<file path="src/rtl/gticc_rx_deframer_if.sv">
// rtl/gticc_rx_deframer_if.sv - GT RX word input and deframed payload/status bundle
interface gticc_rx_deframer_if;
  logic [31:0] rx_data;
  logic [3:0]  rx_charisk;
  logic        rx_byteisaligned;
  logic        rx_resetdone;
  logic        link_up;
  logic        m_valid;
  logic [31:0] m_data;
  logic        m_sof;
  logic        m_eof;
  logic [7:0]  m_tag;
  logic        frame_ok;
  logic        frame_err;
  logic [15:0] err_cnt;

  modport master (
    input  rx_data, rx_charisk, rx_byteisaligned, rx_resetdone,
    output link_up, m_valid, m_data, m_sof, m_eof, m_tag, frame_ok, frame_err, err_cnt
  );

  modport slave (
    output rx_data, rx_charisk, rx_byteisaligned, rx_resetdone,
    input  link_up, m_valid, m_data, m_sof, m_eof, m_tag, frame_ok, frame_err, err_cnt
  );
endinterface

</file>
<file path="src/rtl/gticc_rx_deframer.sv">
// rtl/gticc_rx_deframer.sv - GTX RX deframer: comma lock, length-delimited checksummed frame extraction
module gticc_rx_deframer #(
  parameter int LOCK_COUNT   = 64,
  parameter int UNLOCK_COUNT = 8,
  parameter int MAX_LEN      = 1024
) (
  input  logic                clk,
  input  logic                rst,
  gticc_rx_deframer_if.master bus
);
  localparam int LW = $clog2(LOCK_COUNT + 1);
  localparam int UW = $clog2(UNLOCK_COUNT + 1);
  localparam int RW = $clog2(MAX_LEN + 1);

  typedef enum logic [1:0] {S_HUNT, S_LOCKED, S_FRAME, S_WAIT_EOF} state_t;
  typedef enum logic [2:0] {W_IDLE, W_SOF, W_EOF, W_DATA, W_BAD} wclass_t;

  state_t        state;
  wclass_t       wclass;
  logic [LW-1:0] lock_cnt;
  logic [UW-1:0] bad_cnt;
  logic [RW-1:0] remaining;
  logic          first_word;
  logic [15:0]   csum;
  logic [15:0]   csum_next;
  logic [15:0]   hdr_field;
  logic          link_ok;
  logic          len_zero;
  logic          len_fits;
  logic          sof_take;
  logic          bad_err;
  logic          unlock;
  logic          frame_err_c;
  logic          frame_ok_c;
  logic          proto_err_c;
  logic          err_inc;

  assign link_ok   = bus.rx_resetdone & bus.rx_byteisaligned;
  assign hdr_field = bus.rx_data[23:8];
  assign len_zero  = (hdr_field == 16'd0);
  assign len_fits  = (hdr_field <= 16'(MAX_LEN));
  assign csum_next = csum + bus.rx_data[15:0] + bus.rx_data[31:16];

  always_comb begin
    wclass = W_BAD;
    if (bus.rx_charisk == 4'b0000) begin
      wclass = W_DATA;
    end else if (bus.rx_charisk == 4'b0001) begin
      case (bus.rx_data[7:0])
        8'hBC:   wclass = W_IDLE;
        8'hFB:   wclass = W_SOF;
        8'hFD:   wclass = W_EOF;
        default: wclass = W_BAD;
      endcase
    end
  end

  // A BAD word always closes an open frame, so no frame can still be open when unlock fires.
  assign bad_err  = link_ok && (state != S_HUNT) && (wclass == W_BAD);
  assign unlock   = bad_err && (bad_cnt == UW'(UNLOCK_COUNT - 1));
  assign sof_take = link_ok && (wclass == W_SOF) && ((state == S_LOCKED) || (state == S_FRAME));

  always_comb begin
    frame_err_c = 1'b0;
    frame_ok_c  = 1'b0;
    proto_err_c = 1'b0;
    if (!link_ok) begin
      frame_err_c = (state == S_FRAME) || (state == S_WAIT_EOF);
    end else begin
      case (state)
        S_LOCKED: begin
          case (wclass)
            W_SOF:          proto_err_c = !len_fits;
            W_DATA, W_EOF:  proto_err_c = 1'b1;
            default:        proto_err_c = 1'b0;
          endcase
        end
        S_FRAME: begin
          if (wclass != W_DATA) begin
            frame_err_c = 1'b1;
            proto_err_c = (wclass == W_SOF) && !len_fits;
          end
        end
        S_WAIT_EOF: begin
          if (wclass == W_EOF) begin
            frame_ok_c  = (hdr_field == csum);
            frame_err_c = (hdr_field != csum);
          end else if (wclass != W_IDLE) begin
            frame_err_c = 1'b1;
          end
        end
        default: ;
      endcase
    end
  end

  assign err_inc = bad_err | frame_err_c | proto_err_c;

  always_ff @(posedge clk) begin
    if (rst) begin
      state         <= S_HUNT;
      lock_cnt      <= '0;
      bad_cnt       <= '0;
      remaining     <= '0;
      first_word    <= 1'b0;
      csum          <= '0;
      bus.link_up   <= 1'b0;
      bus.m_valid   <= 1'b0;
      bus.m_data    <= '0;
      bus.m_sof     <= 1'b0;
      bus.m_eof     <= 1'b0;
      bus.m_tag     <= '0;
      bus.frame_ok  <= 1'b0;
      bus.frame_err <= 1'b0;
      bus.err_cnt   <= '0;
    end else begin
      bus.m_valid   <= 1'b0;
      bus.m_sof     <= 1'b0;
      bus.m_eof     <= 1'b0;
      bus.frame_ok  <= frame_ok_c;
      bus.frame_err <= frame_err_c;
      if (err_inc && (bus.err_cnt != 16'hFFFF)) begin
        bus.err_cnt <= bus.err_cnt + 16'd1;
      end

      if (!link_ok) begin
        state       <= S_HUNT;
        bus.link_up <= 1'b0;
        lock_cnt    <= '0;
        bad_cnt     <= '0;
      end else if (state == S_HUNT) begin
        if (wclass != W_IDLE) begin
          lock_cnt <= '0;
        end else if (lock_cnt == LW'(LOCK_COUNT - 1)) begin
          state       <= S_LOCKED;
          bus.link_up <= 1'b1;
          lock_cnt    <= '0;
        end else begin
          lock_cnt <= lock_cnt + LW'(1);
        end
      end else if (unlock) begin
        state       <= S_HUNT;
        bus.link_up <= 1'b0;
        bad_cnt     <= '0;
      end else begin
        bad_cnt <= (wclass == W_BAD) ? bad_cnt + UW'(1) : '0;
        case (state)
          S_FRAME: begin
            if (wclass == W_DATA) begin
              bus.m_valid <= 1'b1;
              bus.m_data  <= bus.rx_data;
              bus.m_sof   <= first_word;
              bus.m_eof   <= (remaining == RW'(1));
              csum        <= csum_next;
              remaining   <= remaining - RW'(1);
              first_word  <= 1'b0;
              if (remaining == RW'(1)) begin
                state <= S_WAIT_EOF;
              end
            end else begin
              state <= S_LOCKED;
            end
          end
          S_WAIT_EOF: begin
            if (wclass != W_IDLE) begin
              state <= S_LOCKED;
            end
          end
          default: ;
        endcase
        // An SOF that aborts a running frame opens the next one in the same cycle.
        if (sof_take && len_fits) begin
          csum       <= '0;
          first_word <= 1'b1;
          remaining  <= hdr_field[RW-1:0];
          bus.m_tag  <= bus.rx_data[31:24];
          state      <= len_zero ? S_WAIT_EOF : S_FRAME;
        end
      end
    end
  end
endmodule

</file>
<file path="src/flat_wrapper.sv">
// flat-port wrapper written by rule: the top's interface ports become plain ports
module gticc_rx_deframer_flat 
#(
  parameter int LOCK_COUNT   = 64,
  parameter int UNLOCK_COUNT = 8,
  parameter int MAX_LEN      = 1024
)
  (clk, rst, bus_rx_data, bus_rx_charisk, bus_rx_byteisaligned, bus_rx_resetdone, bus_link_up, bus_m_valid, bus_m_data, bus_m_sof, bus_m_eof, bus_m_tag, bus_frame_ok, bus_frame_err, bus_err_cnt);
  gticc_rx_deframer_if bus_i ();
  input  logic clk;
  input  logic rst;
  input wire logic [$bits(bus_i.rx_data)-1:0] bus_rx_data;
  input wire logic [$bits(bus_i.rx_charisk)-1:0] bus_rx_charisk;
  input wire logic [$bits(bus_i.rx_byteisaligned)-1:0] bus_rx_byteisaligned;
  input wire logic [$bits(bus_i.rx_resetdone)-1:0] bus_rx_resetdone;
  output wire logic [$bits(bus_i.link_up)-1:0] bus_link_up;
  output wire logic [$bits(bus_i.m_valid)-1:0] bus_m_valid;
  output wire logic [$bits(bus_i.m_data)-1:0] bus_m_data;
  output wire logic [$bits(bus_i.m_sof)-1:0] bus_m_sof;
  output wire logic [$bits(bus_i.m_eof)-1:0] bus_m_eof;
  output wire logic [$bits(bus_i.m_tag)-1:0] bus_m_tag;
  output wire logic [$bits(bus_i.frame_ok)-1:0] bus_frame_ok;
  output wire logic [$bits(bus_i.frame_err)-1:0] bus_frame_err;
  output wire logic [$bits(bus_i.err_cnt)-1:0] bus_err_cnt;
  assign bus_i.rx_data = bus_rx_data;
  assign bus_i.rx_charisk = bus_rx_charisk;
  assign bus_i.rx_byteisaligned = bus_rx_byteisaligned;
  assign bus_i.rx_resetdone = bus_rx_resetdone;
  assign bus_link_up = bus_i.link_up;
  assign bus_m_valid = bus_i.m_valid;
  assign bus_m_data = bus_i.m_data;
  assign bus_m_sof = bus_i.m_sof;
  assign bus_m_eof = bus_i.m_eof;
  assign bus_m_tag = bus_i.m_tag;
  assign bus_frame_ok = bus_i.frame_ok;
  assign bus_frame_err = bus_i.frame_err;
  assign bus_err_cnt = bus_i.err_cnt;
  gticc_rx_deframer #(.LOCK_COUNT(LOCK_COUNT), .UNLOCK_COUNT(UNLOCK_COUNT), .MAX_LEN(MAX_LEN)) u_core (.clk(clk), .rst(rst), .bus(bus_i));
endmodule
</file>
<file path="config.mk">
export PLATFORM = sky130hd
export DESIGN_NAME = gticc_rx_deframer_flat
export DESIGN_NICKNAME = d
export VERILOG_FILES = /design/src/rtl/gticc_rx_deframer_if.sv /design/src/rtl/gticc_rx_deframer.sv /design/src/flat_wrapper.sv
export SDC_FILE = /design/constraint.sdc
export NUM_CORES = 1
export LEC_CHECK = 0
export ABC_AREA = 1
export CORE_AREA = 2 2 110 112
export DETAILED_ROUTE_END_ITERATION = 8
export DIE_AREA = 0 0 112 114
export PLACE_DENSITY = 0.8
export SETUP_SLACK_MARGIN = 0.4
export SYNTH_ARGS = -nofsm -noshare
export SYNTH_HDL_FRONTEND = slang
export SYNTH_SLANG_ARGS = --single-unit
</file>
<file path="constraint.sdc">
create_clock -name clk -period 3 [get_ports clk]
set_input_delay 0.3 -clock clk [delete_from_list [all_inputs] [get_ports clk]]
set_output_delay 0.3 -clock clk [all_outputs]
set_load 0.005 [all_outputs]
</file>
**After elaboration in Yosys (flattened, before gate mapping)**

Index checks and enable logic that the tools add are counted.

- Register bits: 103
- Word-level logic and storage cells: 124

- $add $sub $neg: 6
- $lt $le $gt $ge: 1
- Eq/ne operators: 22
- Muxes and demuxes: 40
- Bitwise operators: 10
- Reductions and logical operators: 30

Operator list:

| cell | count |
|---|---|
| 16-bit two-way mux | 3 |
| 11-bit two-way mux | 3 |
| 16-bit adder | 2 |
| 8-bit equality test, second input constant | 3 |
| 16-bit by 1-bit adder with 16-bit output, second input constant | 1 |
| 16-bit equality test | 1 |
| 16-bit by 11-bit less-or-equal comparator with 1-bit output, second input constant | 1 |
| 16-bit logical NOT | 1 |
| 2-bit two-way mux | 8 |
| 16-bit != test | 1 |
| 16-bit != test, second input constant | 1 |
| 1-bit two-way mux | 15 |
| 5-bit AND reduction | 3 |
| 7-bit two-way mux | 2 |
| 11-bit by 1-bit equality test with 1-bit output, second input constant | 1 |
| 11-bit by 1-bit subtractor with 11-bit output, second input constant | 1 |
| 3-bit case mux with 3 select lines | 1 |
| 1-bit logical AND | 8 |
| 4-bit two-way mux | 2 |
| 2-bit nonzero test | 4 |
| 7-bit by 1-bit adder with 7-bit output, second input constant | 1 |
| 7-bit by 6-bit equality test with 1-bit output, second input constant | 1 |
| 1-bit NOT | 7 |
| 3-bit by 2-bit equality test with 1-bit output, second input constant | 2 |
| other kinds (28) | 36 |

**Depth between registers and ports, before layout**

- Word-level depth: 12
- Mapped depth: 16

**Worst setup path after synthesis**

OpenSTA, ideal clock, no wires.

- Kind: flip-flop to flip-flop
- Start: register u_core.csum[4]
- End: register u_core.csum[9]
- Setup time: 0.132 ns
- Arrival time: 2.092 ns
- Data required time: 2.868 ns
- Slack: 0.776 ns
- Stages on the path, launching flop included: 10
- Clock period less this slack: 2.224 ns
- Cell sequence: dfxtp_1 > fa_1 > ha_1 > a21oi_1 > o21ai_0 > a21oi_1 > o21ai_0 > or2_2 > nand3_1 > a21oi_1

- Longest elaborated chain between the ends: 5

Ends and longest elaborated chain:

| item | line | text |
|---|---|---|
| from (decl) | gticc_rx_deframer.sv:24 | `logic [15:0] csum;` |
| from (signal assigned) | gticc_rx_deframer.sv:154 | `csum <= csum_next;` |
| 16-bit adder (2 in a row) | gticc_rx_deframer.sv:42 | `assign csum_next = csum + bus.rx_data[15:0] + bus.rx_data[31:16];` |
| 16-bit two-way mux | gticc_rx_deframer.sv:149 | `if (wclass == W_DATA) begin` |
| 16-bit two-way mux | gticc_rx_deframer.sv:147 | `case (state)` |
| 16-bit two-way mux | gticc_rx_deframer.sv:172 | `if (sof_take && len_fits) begin` |

Every way passes these cells. The select of a mux whose other input is x is not followed.
A chain may end at the register's enable or synchronous reset.

**Worst setup path after layout**

- Start: input bus_rx_data[0]
- End: register u_core.csum[15]

- Longest elaborated chain between the ends: 10
- Elaborated cells on any way between the ends: 23
- Classes of those cells: add/sub: 2; eq/ne: 6; mux: 6; bitwise: 1; reduce/logical: 8

Ends and longest elaborated chain:

| item | line | text |
|---|---|---|
| from (decl) | flat_wrapper.sv:12 | `input wire logic [$bits(bus_i.rx_data)-1:0] bus_rx_data;` |
| parallel branches: the longest is 10 deep, another holds 16-bit adder | -- |  |

Several ways; the timed one is not identified. The select of a mux whose other input is x is not followed.

==> metrics.md <==
| Metric | Value |
|---|---|
| GRT Total Usage | `0.254` |
| Netlist cell types | `46` |
| Vias | `5939` |
| CP delay by family, top | `adder cells` |
| Register area share after synthesis | `0.339` |
| Fin. Hold Viols | `0` |
| Status | `finished clean` |
| Peak Freq | `0.406 GHz` |
| Die width | `112 um` |
| Layout Skew | `0.00964 ns` |
| Port-buffer cells | `101` |
| Crit path time final | `2.46 ns` |
| Vias in the first global route | `5373` |
| Critical path buffer and inverter count | `5` |
| CTS Hold Bufs | `0` |
| Crit start category | `primary input` |
| Worst path slowest cell | `clkdlybuf4s50_1` |
| WS Path Type | `in2reg` |
| Syn_area_per_cell | `7.06 um^2` |
| Seq cells post-synth | `103` |
| Slew Limit Fails | `0` |
| Most used DFF post-synth | `dfxtp_1` |
| Data arrival, critical path | `2.68 ns` |
| Top Ports | `102` |
| Die height | `114 um` |
| RSZ-0062 raised after global routing | `true` |
| CTS buffer count | `9` |
| N_diodes | `0` |
| Final period utilization | `0.820` |
| Overflow after GRT | `0` |
| Worst Hold Class | `in2reg` |
| Placed Area | `7270 um^2` |
| Least-Margin Pin Slew | `0.741 ns` |
| Clock slew at reported path FFs | `0.07 ns` |
| Final setup viols | `0` |
| Mapped Area | `6080 um^2` |
| Die area | `12800 um^2` |
| Setup TNS | `0 ns` |
| First-pass GRT wire length | `26200 um` |
| H-tree depth | `3` |
| Routed len/inst | `14.5 um` |
| Endpoint class of the critical path | `flop` |
| WP data required | `3.22 ns` |
| Largest net degree at the start of global routing | `52` |
| Starting Density | `0.519` |
| CTS sink cnt | `103` |
| Drt total wl | `16200 um` |
| Share of cells above drive strength 1 | `0.0855` |
| Synth area leaders | `dfxtp_1 34%, nand2_1 12%, nor2_1 7.5%` |
| Area leader, netlist | `dfxtp_1` |
| Initial antenna violation count | `0` |
| Max-cap viol count | `0` |
| Max-slew headroom | `0.505` |
| Clock Latency Late Sink | `0.36 ns` |
| Crit path max fanout | `4` |
| PD cells | `386 nW/um^2` |
| Site Rows | `40` |
| Fin area | `7700 um^2` |
| Via density | `5.31` |
| Yosys top cell area share | `0.339` |
| DRC Markers | `0` |
| Pleak | `3.23 nW` |
| Clock Root Buffer | `clkbuf_16` |
| DR pass1 iterations | `5` |
| VDD IR max | `381 uV` |
| ANT nets after route | `0` |
| Ys Warns | `0` |
| Largest stage delay, worst path | `0.54 ns` |
| Number of DRC markers in iteration 0 | `378` |
| Core ar. | `11700 um^2` |
| Synth Net Count | `941` |
| DP HPWL | `11800 um` |
| Ys async rst share | `0` |
| Nets | `1046` |
| CTS tree | `done` |
| GPL Wtd Cong | `0.940` |
| Clock Path Buffers | `2` |
| CP Cell Sequence | `clkdlybuf4s50_1 > inv_2 > fa_1 > inv_1 > ha_2 > inv_1 > fa_2 > inv_2 > a21oi_2 > nand3b_1 > a21oi_1 > nand3b_1 > a21oi_1` |
| EDFF count, synth | `0` |
| Area growth, synth to finish | `26.6%` |
| Cells after synthesis | `862` |
==> metrics by stage <==
step           utilization  setup WS (ns)  hold WS [ns]  instances  total power, mW
5_1_grt              0.657          0.336         0.362       1118             3.10
2_1_floorplan            -          0.776         0.422        862             1.63
6_report             0.657          0.539         0.333       1118             2.97
4_1_cts              0.646          0.417         0.449       1117             2.96
3_3_place_gp         0.621          0.103         0.430       1102             1.77
3_5_place_dp         0.621         0.0420         0.438       1102             1.77
==> kinds of logic (layout without fill, tap and decap cells) <==
group,Yosys count,after routing,synth area share
adders and majority gates,39,39,0.100
AOI/OAI and AO/OA,170,170,0.151
and+or+nand+nor,405,406,0.286
xor gates and xnor gates,33,33,0.0475
DFF,103,103,0.339
buffers and inverters,112,220,0.0763
==> state kept, by name (all words and copies together), names as in the netlist <==
signal,flops
u_core.bad_cnt,4
u_core.remaining,11
u_core.state,2
u_core.bus.m_valid,1
u_core.first_word,1
u_core.bus.link_up,1
u_core.bus.err_cnt,16
u_core.bus.frame_ok,1
u_core.bus.m_sof,1
u_core.bus.frame_err,1
u_core.bus.m_data,32
u_core.csum,16
u_core.lock_cnt,7
u_core.bus.m_eof,1
u_core.bus.m_tag,8
==> path summary, 6_finish.rpt <==
check	endpoint	slack, ns	startpoint	depth (start not counted)
setup / recovery	u_core.csum[15]$_SDFFE_PP0P_	0.54	bus_rx_data[0]	13
hold / removal	u_core.bus.m_data[4]$_SDFFE_PP0P_	0.33	bus_rx_data[4]	3
setup reg to reg	u_core.bus.err_cnt[8]$_SDFFE_PP0P_	0.56	u_core.bus.err_cnt[0]$_SDFFE_PP0P_	8
hold reg to reg	u_core.lock_cnt[6]$_SDFFE_PP0P_	0.45	u_core.lock_cnt[6]$_SDFFE_PP0P_	2
==> cell usage after synthesis (4+ instances only) <==
master	n
nor2_1	122
fa_1	16
o21ai_1	4
ha_1	23
clkbuf_1	15
o21ai_0	71
nor3_1	11
xor2_1	19
a21oi_1	72
nand2_1	190
xnor2_1	14
nand2_2	5
buf_1	4
nand3b_1	6
or2_2	4
a21oi_2	10
nand4_1	9
nand3_1	45
inv_2	4
dfxtp_1	103
inv_1	80
==> metal layers <==
metal | vias up | wire length [um] | part of all wire | track usage
li1 | 2998 | - | - | -
met1 | 2713 | 7320 | 0.45 | 0.337
met2 | 200 | 7420 | 0.46 | 0.415
met3 | 28 | 1140 | 0.070 | 0.0505
met4 | 0 | 359 | 0.022 | 0.0911
met5 | - | 0 | 0 | 0
==> tightest hold or removal path: cells and delay by family <==
family,cells,cell delay [ns]
buf+inv,1,0.15
compound gates,1,0.11
simple gates,1,0.09
==> placed cells by master, fill, tap and decap left out, types with 15 or more instances in the layout <==
master and instances:
a21oi_1 67, nand3_1 44, xor2_1 19, dfxtp_1 103, nor2_1 121, clkdlybuf4s50_1 90
fa_1 15, a21oi_2 15, nand2_1 190, inv_1 78, buf_4 18, o21ai_0 71
==> what timing repair did <==
action	4_1_cts	5_1_grt
setup endpoints to repair	0	17
resized for setup	0	33
setup buffers	0	0
==> power breakdown <==
| group | switching, mW | internal, mW |
|---|---|---|
| logic | 0.233 | 0.175 |
| registers | 0.00275 | 1.37 |
| clock network | 0.522 | 0.668 |
==> layout make-up <==
cell class                      count  area [um^2]
Clock inverter                      4         53.8
Fill cell                        1038         4010
Sequential cell                   103         2060
Timing Repair Buffer              119         1170
Inverter                           86          323
Multi-Input combinational cell    648         3660
Tap cell                          147          184
Clock buffer                       11          243
(Power assumes the default switching activity.)
